**config.mk**
```make
export PLATFORM = sky130hd
export DESIGN_NAME = wb_grf
export DESIGN_NICKNAME = d
export VERILOG_FILES = /design/src/rtl/wb_grf.sv
export SDC_FILE = /design/constraint.sdc
export NUM_CORES = 2
export LEC_CHECK = 0
export ABC_AREA = 0
export CAP_MARGIN = 20
export CORE_ASPECT_RATIO = 1.75
export CORE_MARGIN = 8
export CORE_UTILIZATION = 30
export DETAILED_ROUTE_END_ITERATION = 7
export HOLD_SLACK_MARGIN = 0.1
export PLACE_DENSITY = 0.58
export SYNTH_ARGS = -nofsm -noshare
export SYNTH_HDL_FRONTEND = slang
export SYNTH_SLANG_ARGS = --single-unit
export TNS_END_PERCENT = 1
```
**constraint.sdc**
```tcl
create_clock -name clk -period 3.55 [get_ports clk]
set_input_delay 0.5325 -clock clk [delete_from_list [all_inputs] [get_ports clk]]
set_output_delay 0.5325 -clock clk [all_outputs]
set_load 0.02 [all_outputs]
```
**src/rtl/wb_grf.sv**
```systemverilog
// wb_grf: write-back stage register file with sub-word load extraction,
// link-data formation, same-cycle write-through bypass and a retirement counter.
module wb_grf #(
  parameter logic [31:0] LINK_OFFSET = 32'd8
) (
  input  logic        clk,
  input  logic        reset,
  input  logic [31:0] PC_W,
  input  logic [31:0] Instr_W,
  input  logic [4:0]  WriteReg_W,
  input  logic        RegWrite_W,
  input  logic [1:0]  WDSel_W,
  input  logic [2:0]  LoadType_W,
  input  logic [31:0] ALUOut_W,
  input  logic [31:0] DMOut_W,
  input  logic [4:0]  A1,
  input  logic [4:0]  A2,
  output logic [31:0] RD1,
  output logic [31:0] RD2,
  output logic [31:0] WD_W,
  output logic [31:0] RetireCnt
);

  typedef enum logic [2:0] {
    LD_W  = 3'd0,
    LD_B  = 3'd1,
    LD_BU = 3'd2,
    LD_H  = 3'd3,
    LD_HU = 3'd4
  } load_type_e;

  typedef enum logic [1:0] {
    WD_ALU  = 2'd0,
    WD_DM   = 2'd1,
    WD_LINK = 2'd2,
    WD_RSVD = 2'd3
  } wd_sel_e;

  logic [31:0] regs [0:31];
  logic [31:0] dm_ext;
  logic [31:0] byte_shift;
  logic [7:0]  dm_byte;
  logic [15:0] dm_half;
  logic        we;
  logic        hit1;
  logic        hit2;

  // Extract and extend the addressed byte/half from the aligned DM word.
  always_comb begin
    byte_shift = DMOut_W >> {ALUOut_W[1:0], 3'b000};
    dm_byte    = byte_shift[7:0];
    dm_half    = ALUOut_W[1] ? DMOut_W[31:16] : DMOut_W[15:0];
    case (load_type_e'(LoadType_W))
      LD_B:    dm_ext = {{24{dm_byte[7]}}, dm_byte};
      LD_BU:   dm_ext = {24'd0, dm_byte};
      LD_H:    dm_ext = {{16{dm_half[15]}}, dm_half};
      LD_HU:   dm_ext = {16'd0, dm_half};
      default: dm_ext = DMOut_W;
    endcase
  end

  // Select write-back data; the reserved encoding yields zero.
  always_comb begin
    case (wd_sel_e'(WDSel_W))
      WD_ALU:  WD_W = ALUOut_W;
      WD_DM:   WD_W = dm_ext;
      WD_LINK: WD_W = PC_W + LINK_OFFSET;
      default: WD_W = '0;
    endcase
  end

  assign we = RegWrite_W && (WriteReg_W != 5'd0);

  // Register array: async clear, register 0 never written.
  always_ff @(posedge clk or negedge reset) begin
    if (!reset) begin
      for (int unsigned i = 0; i < 32; i++) regs[i] <= '0;
    end else if (we) begin
      regs[WriteReg_W] <= WD_W;
    end
  end

  // Retirement counter: every non-bubble instruction, wraps modulo 2^32.
  always_ff @(posedge clk or negedge reset) begin
    if (!reset) begin
      RetireCnt <= '0;
    end else if (Instr_W != 32'd0) begin
      RetireCnt <= RetireCnt + 32'd1;
    end
  end

  // Read ports with write-through bypass, applied independently per port.
  always_comb begin
    hit1 = RegWrite_W && (WriteReg_W == A1) && (A1 != 5'd0);
    hit2 = RegWrite_W && (WriteReg_W == A2) && (A2 != 5'd0);
    RD1  = hit1 ? WD_W : ((A1 == 5'd0) ? '0 : regs[A1]);
    RD2  = hit2 ? WD_W : ((A2 == 5'd0) ? '0 : regs[A2]);
  end

endmodule

```
==> metrics.csv <==
stage;metric;value;unit
status;status;complete, but fails checks;
status;failing checks;negative setup slack;
finish;P&R area growth vs syn;27.8;%
setup_path;Crit path max-delay family;buffers and inverters;
detailed_routing;drc violations;0;
pwr;power share of the sequential group;42.6;%
setup_path;CP Cell Sequence;buf_8, buf_12, buf_4, buf_12, mux4_2, a22oi_1, a21oi_2, a21oi_4, o22ai_2, buf_4, buf_4;
job;maxcap violations;0;
synth;ranking of synthesized cells by area;dfrtp_1, mux4_2, o21ai_0, nand2_1, a21oi_1;
pwr;Comb pwr share;24.4;%
pwr;Worst IR Drop VDD;362;uV
die;die footprint;0.201;mm^2
clock_network;CTS Buf Count;109;
pwr;Power Internal;26.0;mW
sta;Final Max Tran Viols;0;
synth;post-synthesis sequential area ratio;47.2;%
clock_network;CTS root buf;clkbuf_16;
die;Ports;279;
pwr;switching part of the total;30.6;%
clock_network;Worst-path clk slew;0.06;ns
clock_network;worst skew pair latency;0.72;ns
detailed_routing;ANT nets after route;0;
placement;I/O Buffers;278;
global_routing;vias in the first global route;48400;
sta;crit share post-route;101;%
placement;gpl congestion;0.895;
global_routing;layer with the highest usage;met2;
clock_network;H-tree levels;3;
synth;number of library cell types mapped by synthesis;76;
synth;Synth Flop Type;dfrtp_1;
sta;final hold vios;0;
detailed_routing;drt first pass iters;8;
finish;Final #Nets;5840;
sta;Worst Skew;0.00478;ns
finish;share of cells above drive strength 1;27.9;%
global_routing;global-route wire length before repair;339000;um
pwr;leakage;30.5;nW
setup_path;Worst EP arrival;3.04;ns
global_routing;M1 GR Usage;27.3;%
detailed_routing;detailed-route vias per instance;5.71;
detailed_routing;DRT iter0 DRCs;4620;
detailed_routing;routed len/inst;28.6;um
global_routing;GRT Total Usage;22.8;%
clock_network;clk buf depth;3;
die;Initial Util;30.1;%
synth;synth warn;0;
synth;#FFs+latches synth;1056;
global_routing;antenna violations before repair;13;
setup_path;crit path launch type;input pin;
sta;Fmax achieved;280;MHz
sta;slew margin rel.;25.4;%
sta;worst-margin pin slew;1.12;ns
pwr;net switching power;11.4;mW
sta;worst setup margin;-0.0241;ns
pwr;clock power share;33.0;%
setup_path;slowest cell delay on critical path;0.54;ns
finish;commonest non-fill, non-tap cells in the layout;dfrtp_1, nand2_1, o21ai_0, buf_4, mux4_2;
setup_path;critical path buffer and inverter count;6;
setup_path;crit path max fanout;23;
setup_path;slowest cell on the critical path;mux4_2;
clock_network;CTS tree;yes;
die;row count;210;
finish;Final Cell Area;0.0716;mm^2
detailed_routing;Via Count;47000;
placement;dpl cells;7983;
finish;most common cell after layout, fill and taps aside;dfrtp_1;
synth;Async S/R FF share, synth;100;%
synth;synthesized area;0.0560;mm^2
setup_path;crit end category;primary output;
global_routing;largest net degree at the start of global routing;104;
min_path;min-delay worst type;reg -> reg;
synth;syn nets;5322;
placement;Placement Cell Area;0.0666;mm^2
setup_path;critical path type;in -> out;
die;Chip Height;588;um
synth;area leader, netlist;dfrtp_1;
pwr;power per cell area;523;mW/mm^2
setup_path;CP dominant cell by count;buf_4;
synth;top cell type's share of synthesized area;47.2;%
clock_network;Clock Sinks;1056;
die;Core Box Area;0.186;mm^2
setup_path;Required @ worst endpoint;3.02;ns
finish;final cell count without fillers;8229;
synth;Avg Cell Area, Syn;10.8;um^2
sta;fin crit period;3.57;ns
synth;number of flops mapped to enable cells by yosys;0;
detailed_routing;Routed Wire Length;235000;um
placement;hpwl dp;161000;um
global_routing;met3 Usage GRT;4.19;%
sta;RSZ-0062 raised after global routing;true;
sta;Setup Viol. Count Final;2;
die;die width;343;um
global_routing;met2 Use GR;37.6;%
synth;Mapped Cells;5169;
global_routing;grt ovf;0;
power by group through the flow:
stage	Combinational, mW	Clock (mW)	Sequential (mW)
after CTS	9.00	12.5	15.9
after global placement	8.74	0	15.9
after detailed placement	8.90	0	16.1
after floorplan	5.41	0	15.5
after global routing	9.83	12.9	16.2
final	9.12	12.4	15.9
metrics by stage:
stage	utilization (%)	setup slack [ns]	total power, mW	hold WS (ns)	TNS [ns]
after floorplan	-	0.557	20.9	0.237	0
after global placement	35.7	-0.769	24.6	0.377	-39.76
after detailed placement	35.7	-0.769	25.0	0.383	-37.91
after CTS	38.0	-0.228	37.4	0.397	-3.60
after global routing	38.4	-0.0899	38.9	0.410	-0.407
final	38.4	-0.0241	37.4	0.396	-0.0297
layer usage:
metal  part of all wire, %  vias to the layer above
li1                      -                    19900
met1                    36                    23900
met2                    48                     2405
met3                   8.0                      704
met4                   7.4                        6
met5                 0.017                        -
sequential cells by signal, summed over array words and instances (netlist names):
signal and flops:
RetireCnt 32, regs 1024
final cells by class:
cell class              instances  area (um^2)
clock buffers                 151         3050
clock inverters                53          744
fillers                     17900       115000
repair buffers                946         9790
multi-input cells            3531        28300
diodes                         11         27.5
well taps                    2438         3050
flip-flops and latches       1056        26400
inverters                      43          161
repair_timing:
item                       in CTS  in global routing
buffers inserted                3                 26
setup endpoints to repair      94                 84
gates resized for setup       217                120
cloned                          1                  3
hold buffers                    1                  0
pin swaps                      23                 29
hold endpoints to repair       39                  0
synthesized netlist by cell type (41+ instances only):
cell type  instances
o22ai_1           68
dfrtp_1         1056
a22oi_1           86
a21oi_1          373
nand2_1          786
inv_1             43
nor2_1           410
o221ai_1          41
clkbuf_1         360
o21ai_0          697
mux4_2           504
nand3_1           79
buf_2            134
mux2i_1          101
path summary, 6_finish.rpt:
| kind | startpoint | endpoint | slack (ns) | depth (start not counted) |
|---|---|---|---|---|
| worst max-delay path | A1[0] | RD1[16] | -0.02 | 11 |
| worst min-delay path | regs[994] | regs[994] | 0.40 | 0 |
| worst max register to register | RetireCnt[3] | RetireCnt[19] | 1.33 | 6 |
| worst min register to register | regs[994] | regs[994] | 0.40 | 0 |
| max in group asynchronous | reset | regs[377] | 1.96 | 3 |
| min in group asynchronous | reset | regs[294] | 0.41 | 2 |
cell families (layout without fill, tap and decap cells):
logic type                 count (synthesis)  in the layout  share of synthesized area (%)
AOI/OAI and AO/OA                       1427           1427                           14.7
xor gates and xnor gates                  70             70                           1.11
buffers and inverters                    582           1193                           4.29
other                                      0             11                              0
adders and majority gates                  3              3                         0.0625
muxes                                    610            610                           22.2
and+or+nand+nor                         1421           1421                           10.5
DFF                                     1056           1056                           47.2
worst register-to-register path, delay by kind of cell, from the launching register on:
family	cells	cell delay, ns
AND/OR/NAND/NOR	4	1.15
flip-flops	1	0.46
AO/OA/AOI/OAI	1	0.34
XOR/XNOR	1	0.15
(Power assumes the default switching activity.)
